`src/rtl/emperor_axi_pkg.sv`:
```
// Shared AXI definitions: master FSM state encoding and AXI response codes.
package emperor_axi_pkg;

    typedef enum logic [2:0] {
        IDLE    = 3'd0,
        WR_REQ  = 3'd1,
        WR_RESP = 3'd2,
        RD_REQ  = 3'd3,
        RD_RESP = 3'd4,
        RSP     = 3'd5
    } axi_mst_state_e;

    localparam logic [1:0] RESP_OKAY   = 2'b00;
    localparam logic [1:0] RESP_EXOKAY = 2'b01;
    localparam logic [1:0] RESP_SLVERR = 2'b10;
    localparam logic [1:0] RESP_DECERR = 2'b11;

    // A channel that never completes is reported with the DECERR encoding.
    localparam logic [1:0] RESP_TIMEOUT = RESP_DECERR;

endpackage

```
`src/rtl/axi_lite_mmio_master.sv`:
```
// Single-outstanding AXI4-Lite MMIO master: a command/response front end driving the
// master side of emperor_axi_lite_if, with a per-state watchdog that forces a DECERR response.
module axi_lite_mmio_master
    import emperor_axi_pkg::*;
#(
    parameter int unsigned TIMEOUT_CYC = 256
) (
    input  logic        aclk,
    input  logic        arst_n,

    input  logic        cmd_valid,
    output logic        cmd_ready,
    input  logic        cmd_write,
    input  logic [31:0] cmd_addr,
    input  logic [31:0] cmd_wdata,
    input  logic [3:0]  cmd_wstrb,

    output logic        rsp_valid,
    input  logic        rsp_ready,
    output logic [31:0] rsp_rdata,
    output logic [1:0]  rsp_resp,

    output logic [31:0] M_AXI_awaddr,
    output logic [2:0]  M_AXI_awprot,
    output logic        M_AXI_awvalid,
    input  logic        M_AXI_awready,
    output logic [31:0] M_AXI_wdata,
    output logic [3:0]  M_AXI_wstrb,
    output logic        M_AXI_wvalid,
    input  logic        M_AXI_wready,
    input  logic [1:0]  M_AXI_bresp,
    input  logic        M_AXI_bvalid,
    output logic        M_AXI_bready,
    output logic [31:0] M_AXI_araddr,
    output logic [2:0]  M_AXI_arprot,
    output logic        M_AXI_arvalid,
    input  logic        M_AXI_arready,
    input  logic [31:0] M_AXI_rdata,
    input  logic [1:0]  M_AXI_rresp,
    input  logic        M_AXI_rvalid,
    output logic        M_AXI_rready
);

    localparam int unsigned      CNT_W    = $clog2(TIMEOUT_CYC + 1);
    localparam logic [CNT_W-1:0] CNT_LAST = CNT_W'(TIMEOUT_CYC - 1);
    localparam logic [CNT_W-1:0] CNT_ONE  = CNT_W'(1);

    axi_mst_state_e   state_q;
    logic [CNT_W-1:0] cnt_q;

    logic             cmd_ready_q;
    logic             rsp_valid_q;
    logic [31:0]      rsp_rdata_q;
    logic [1:0]       rsp_resp_q;

    logic [31:0]      awaddr_q;
    logic [31:0]      wdata_q;
    logic [3:0]       wstrb_q;
    logic [31:0]      araddr_q;
    logic             awvalid_q;
    logic             wvalid_q;
    logic             bready_q;
    logic             arvalid_q;
    logic             rready_q;

    logic             aw_done_s;
    logic             w_done_s;
    logic             timeout_s;

    // A write channel counts as done once its valid has dropped or handshakes this cycle.
    always_comb begin
        aw_done_s = !awvalid_q || M_AXI_awready;
        w_done_s  = !wvalid_q  || M_AXI_wready;
        timeout_s = (cnt_q == CNT_LAST);
    end

    // Transaction FSM; every interface output is a register updated here.
    always_ff @(posedge aclk or negedge arst_n) begin
        if (!arst_n) begin
            state_q     <= IDLE;
            cnt_q       <= '0;
            cmd_ready_q <= 1'b0;
            rsp_valid_q <= 1'b0;
            rsp_rdata_q <= 32'h0000_0000;
            rsp_resp_q  <= RESP_OKAY;
            awaddr_q    <= 32'h0000_0000;
            wdata_q     <= 32'h0000_0000;
            wstrb_q     <= 4'h0;
            araddr_q    <= 32'h0000_0000;
            awvalid_q   <= 1'b0;
            wvalid_q    <= 1'b0;
            bready_q    <= 1'b0;
            arvalid_q   <= 1'b0;
            rready_q    <= 1'b0;
        end else begin
            case (state_q)
                IDLE: begin
                    cnt_q <= '0;
                    if (cmd_ready_q && cmd_valid) begin
                        cmd_ready_q <= 1'b0;
                        if (cmd_write) begin
                            state_q   <= WR_REQ;
                            awaddr_q  <= cmd_addr;
                            wdata_q   <= cmd_wdata;
                            wstrb_q   <= cmd_wstrb;
                            awvalid_q <= 1'b1;
                            wvalid_q  <= 1'b1;
                        end else begin
                            state_q   <= RD_REQ;
                            araddr_q  <= cmd_addr;
                            arvalid_q <= 1'b1;
                        end
                    end else begin
                        cmd_ready_q <= 1'b1;
                    end
                end

                WR_REQ: begin
                    if (aw_done_s && w_done_s) begin
                        awvalid_q <= 1'b0;
                        wvalid_q  <= 1'b0;
                        bready_q  <= 1'b1;
                        cnt_q     <= '0;
                        state_q   <= WR_RESP;
                    end else if (timeout_s) begin
                        awvalid_q   <= 1'b0;
                        wvalid_q    <= 1'b0;
                        cnt_q       <= '0;
                        rsp_valid_q <= 1'b1;
                        rsp_resp_q  <= RESP_TIMEOUT;
                        rsp_rdata_q <= 32'h0000_0000;
                        state_q     <= RSP;
                    end else begin
                        if (awvalid_q && M_AXI_awready) begin
                            awvalid_q <= 1'b0;
                        end
                        if (wvalid_q && M_AXI_wready) begin
                            wvalid_q <= 1'b0;
                        end
                        cnt_q <= cnt_q + CNT_ONE;
                    end
                end

                WR_RESP: begin
                    if (M_AXI_bvalid) begin
                        bready_q    <= 1'b0;
                        cnt_q       <= '0;
                        rsp_valid_q <= 1'b1;
                        rsp_resp_q  <= M_AXI_bresp;
                        rsp_rdata_q <= 32'h0000_0000;
                        state_q     <= RSP;
                    end else if (timeout_s) begin
                        bready_q    <= 1'b0;
                        cnt_q       <= '0;
                        rsp_valid_q <= 1'b1;
                        rsp_resp_q  <= RESP_TIMEOUT;
                        rsp_rdata_q <= 32'h0000_0000;
                        state_q     <= RSP;
                    end else begin
                        cnt_q <= cnt_q + CNT_ONE;
                    end
                end

                RD_REQ: begin
                    if (M_AXI_arready) begin
                        arvalid_q <= 1'b0;
                        rready_q  <= 1'b1;
                        cnt_q     <= '0;
                        state_q   <= RD_RESP;
                    end else if (timeout_s) begin
                        arvalid_q   <= 1'b0;
                        cnt_q       <= '0;
                        rsp_valid_q <= 1'b1;
                        rsp_resp_q  <= RESP_TIMEOUT;
                        rsp_rdata_q <= 32'h0000_0000;
                        state_q     <= RSP;
                    end else begin
                        cnt_q <= cnt_q + CNT_ONE;
                    end
                end

                RD_RESP: begin
                    if (M_AXI_rvalid) begin
                        rready_q    <= 1'b0;
                        cnt_q       <= '0;
                        rsp_valid_q <= 1'b1;
                        rsp_resp_q  <= M_AXI_rresp;
                        rsp_rdata_q <= M_AXI_rdata;
                        state_q     <= RSP;
                    end else if (timeout_s) begin
                        rready_q    <= 1'b0;
                        cnt_q       <= '0;
                        rsp_valid_q <= 1'b1;
                        rsp_resp_q  <= RESP_TIMEOUT;
                        rsp_rdata_q <= 32'h0000_0000;
                        state_q     <= RSP;
                    end else begin
                        cnt_q <= cnt_q + CNT_ONE;
                    end
                end

                RSP: begin
                    cnt_q <= '0;
                    if (rsp_ready) begin
                        rsp_valid_q <= 1'b0;
                        cmd_ready_q <= 1'b1;
                        state_q     <= IDLE;
                    end else begin
                        rsp_valid_q <= 1'b1;
                    end
                end

                default: begin
                    state_q     <= IDLE;
                    cnt_q       <= '0;
                    cmd_ready_q <= 1'b0;
                    rsp_valid_q <= 1'b0;
                    awvalid_q   <= 1'b0;
                    wvalid_q    <= 1'b0;
                    bready_q    <= 1'b0;
                    arvalid_q   <= 1'b0;
                    rready_q    <= 1'b0;
                end
            endcase
        end
    end

    assign cmd_ready     = cmd_ready_q;
    assign rsp_valid     = rsp_valid_q;
    assign rsp_rdata     = rsp_rdata_q;
    assign rsp_resp      = rsp_resp_q;

    assign M_AXI_awaddr  = awaddr_q;
    assign M_AXI_awprot  = 3'b000;
    assign M_AXI_awvalid = awvalid_q;
    assign M_AXI_wdata   = wdata_q;
    assign M_AXI_wstrb   = wstrb_q;
    assign M_AXI_wvalid  = wvalid_q;
    assign M_AXI_bready  = bready_q;
    assign M_AXI_araddr  = araddr_q;
    assign M_AXI_arprot  = 3'b000;
    assign M_AXI_arvalid = arvalid_q;
    assign M_AXI_rready  = rready_q;

endmodule

```
`config.mk`:
```
export PLATFORM = sky130hd
export DESIGN_NAME = axi_lite_mmio_master
export DESIGN_NICKNAME = d
export VERILOG_FILES = /design/src/rtl/emperor_axi_pkg.sv /design/src/rtl/axi_lite_mmio_master.sv
export SDC_FILE = /design/constraint.sdc
export NUM_CORES = 1
export LEC_CHECK = 0
export ABC_CLOCK_PERIOD_IN_PS = 2700
export CORE_AREA = 8 8 158 123
export CTS_CLUSTER_DIAMETER = 100
export DETAILED_ROUTE_END_ITERATION = 6
export DIE_AREA = 0 0 166 131
export PLACE_DENSITY_LB_ADDON = 0.12
export SYNTH_ARGS = -nofsm -noshare
export SYNTH_HDL_FRONTEND = slang
export SYNTH_SLANG_ARGS = --single-unit
export TNS_END_PERCENT = 1
```
`constraint.sdc`:
```
create_clock -name aclk -period 2.7 [get_ports aclk]
set_input_delay 0.27 -clock aclk [delete_from_list [all_inputs] [get_ports aclk]]
set_output_delay 0.27 -clock aclk [all_outputs]
set_load 0.01 [all_outputs]
```
==> results.ini <==
[floorplan]
initial_utilization = 0.387
std_cell_rows = 42
core_um2 = 17100
dieArea_um2 = 21700
chipHeight_um = 131
pin_count = 261
dieWidth_um = 166

[sta]
fin_setup_tns_ps = 0
setup_viol = 0
rsz0062_at_grt = false
tightestPinTransition_ps = 1180
slew_headroom = 0.217
fmax_mhz = 461
fin_worst_skew_ps = 7.36
finalHoldViolations = 0
period_needed_ps = 2170
whs_ps = 434
min_period_over_period = 0.804
drv_slew = 0

[clock_tree]
h-tree-depth = 4
cts_tree = done
post_cts_resized = 0
insertion_delay_ps = 420
cts_sinks = 153
cts_root_buffer = clkbuf_16
clk_pin_slew_ps = 60
numCtsBuffers = 17
cts_max_path_buffers = 2

[detailed_routing]
post-route-drc-count = 0
vias = 4478
dr.pass1.iters = 4
dr.first_iter.drc_count = 279
antenna_left = 0
wl_per_cell_um = 20.0
drt_wl_total_um = 18300
avgViaCountPerCell = 4.90

[global_route]
grtUsageTotal = 0.166
overflow = 0
grt_start_max_net_pins = 77
antenna_found_initial = 0
grt_pass1_wl_um = 28300
grt_pass1_vias = 4981

[critical_path]
critPathLaunchType = flip-flop
endpoint_kind = flip-flop
critPathKind = flip-flop to flip-flop
cp.arrival_ps = 2520
crit_required_ps = 3050
critPathMaxFanout = 34

[place]
portBuffers = 254
dp_hpwl_um = 13500
routabilityCongestion = 0.831

[final_layout]
nFillCells = 1384
syn2layout_area_growth_pct = 49.3
multi_input_comb_area_um2 = 2480
regArea_um2 = 3830
diodes = 0
fin_nets = 796
layout-drive-gt1-share = 0.219

[logic_synthesis]
synth_seq_area_share = 0.580
ys_types = 61
synthDominantCellAreaShare = 0.580
syn_area_um2 = 6610
yosysTopAreaCell = dfrtp_1
avgSynthCellArea_um2 = 15.6
synth_seq_cells = 153
synth.area.top_cells = dfrtp_1, mux2_4, a32o_1, buf_6, buf_8
synth.most_common_cell = dfrtp_1
yosys_warnings = 0
synthCells = 424
synth_ff_type = dfrtp_1
synth-edff-count = 0
async_reset_ff_frac = 1.00
synthTopCellsByCount = dfrtp_1, mux2_4, a32o_1

[worst_hold_path]
hold_path.class = input pin to async pin

[power_and_ir_drop]
power.leakage_uw = 0.00420
power_density_nw_per_um2 = 1120
irDropWorstVdd_mv = 0.635

[run_status]
status = completed

[flow_run]
maxCapViolations = 0

==> path summary, 6_finish.rpt <==
kind | cells past startpoint | startpoint | endpoint | slack, ps
min in group aclk | 2 | M_AXI_rdata[1] | rsp_rdata[1] | 450
setup / recovery | 4 | state_q[2] | rsp_rdata[8] | 530
setup reg to reg | 4 | state_q[2] | rsp_rdata[8] | 530
hold / removal | 2 | arst_n | M_AXI_awaddr[0] | 430
hold reg to reg | 1 | M_AXI_wdata[31] | M_AXI_wdata[31] | 490
max in group asynchronous | 3 | arst_n | M_AXI_awaddr[22] | 1400
==> layer usage <==
metal | up-vias | global-route usage | wire [µm]
met5 | - | 0 | 0
met3 | 13 | 0.0630 | 1240
met1 | 2262 | 0.206 | 8140
met2 | 143 | 0.268 | 8750
met4 | 0 | 0.0496 | 172
li1 | 2060 | - | -
==> cells in the final DEF (no fill, tap or decap), types with 3 or more instances in the layout <==
master	synthesis	layout
mux2_4	87	87
clkbuf_16	0	17
buf_12	0	5
xnor2_1	5	5
mux2_2	8	8
mux2_1	6	6
inv_6	0	3
nor2b_1	4	4
nor2_1	19	19
nand3b_1	3	3
clkinvlp_4	0	3
a32o_1	32	32
o22ai_1	3	3
nand3_1	3	3
buf_4	9	5
inv_1	7	7
a21oi_1	7	7
conb_1	1	6
clkinv_2	0	3
nand2b_1	3	3
nand2_1	4	4
clkdlybuf4s50_1	0	253
clkinv_4	0	3
clkbuf_8	0	3
dfrtp_1	153	153
==> cell type report <==
cell class,instances,area share
clock inverters,12,0.00913
clock buffers,20,0.0473
flip-flops and latches,153,0.388
repair buffers,265,0.273
well taps,220,0.0279
multi-input cells,236,0.251
inverters,8,0.00304
==> through the flow <==
| stage | cells | cell area [µm²] | setup WS, ps | utilization | power, µW |
|---|---|---|---|---|---|
| floorplan | 429 | 6630 | 1020 | - | 6280 |
| global placement | 881 | 9300 | 496 | 0.544 | 8800 |
| detailed placement | 881 | 9300 | 448 | 0.544 | 8910 |
| CTS | 914 | 9860 | 530 | 0.577 | 11200 |
| global route | 914 | 9860 | 274 | 0.577 | 11700 |
| finish | 914 | 9860 | 529 | 0.577 | 11000 |
==> flip-flops by register name, indices dropped and copies added (netlist names), 2 cells and up <==
signal,count
rsp_resp,2
M_AXI_wdata,32
state_q,3
M_AXI_awaddr,32
cnt_q,9
M_AXI_wstrb,4
M_AXI_araddr,32
rsp_rdata,32
==> power by group <==
group | switching (µW) | internal (µW) | leakage [µW]
Clock | 966 | 1260 | 0.000269
Combinational | 1780 | 3100 | 0.00203
Sequential | 658 | 3280 | 0.00191
==> repair_timing <==
action                                 4_1_cts  5_1_grt
hold buffers                                 1        0
setup buffers                                0        0
endpoints found under the hold margin       73        0
==> critical path, stage by stage (launching register included) <==
cell and delay (ps):
dfrtp_1 650, nand2b_1 300, o21ai_2 110, o21ai_4 720
a32o_1 300
==> kinds of logic (layout without fill, tap and decap cells) <==
kind of cell             count (synthesis)  after routing  synth area share
flip-flops                             153            153             0.580
multiplexers                           102            102             0.223
AO/OA/AOI/OAI                           67             67            0.0907
AND/OR/NAND/NOR                         54             54            0.0481
buffers and inverters                   40            305            0.0481
XOR/XNOR                                 6              6           0.00795
adder cells (fa/ha/maj)                  1              1           0.00189
other                                    1              6          0.000568
Power figures use the tool's default switching activity.
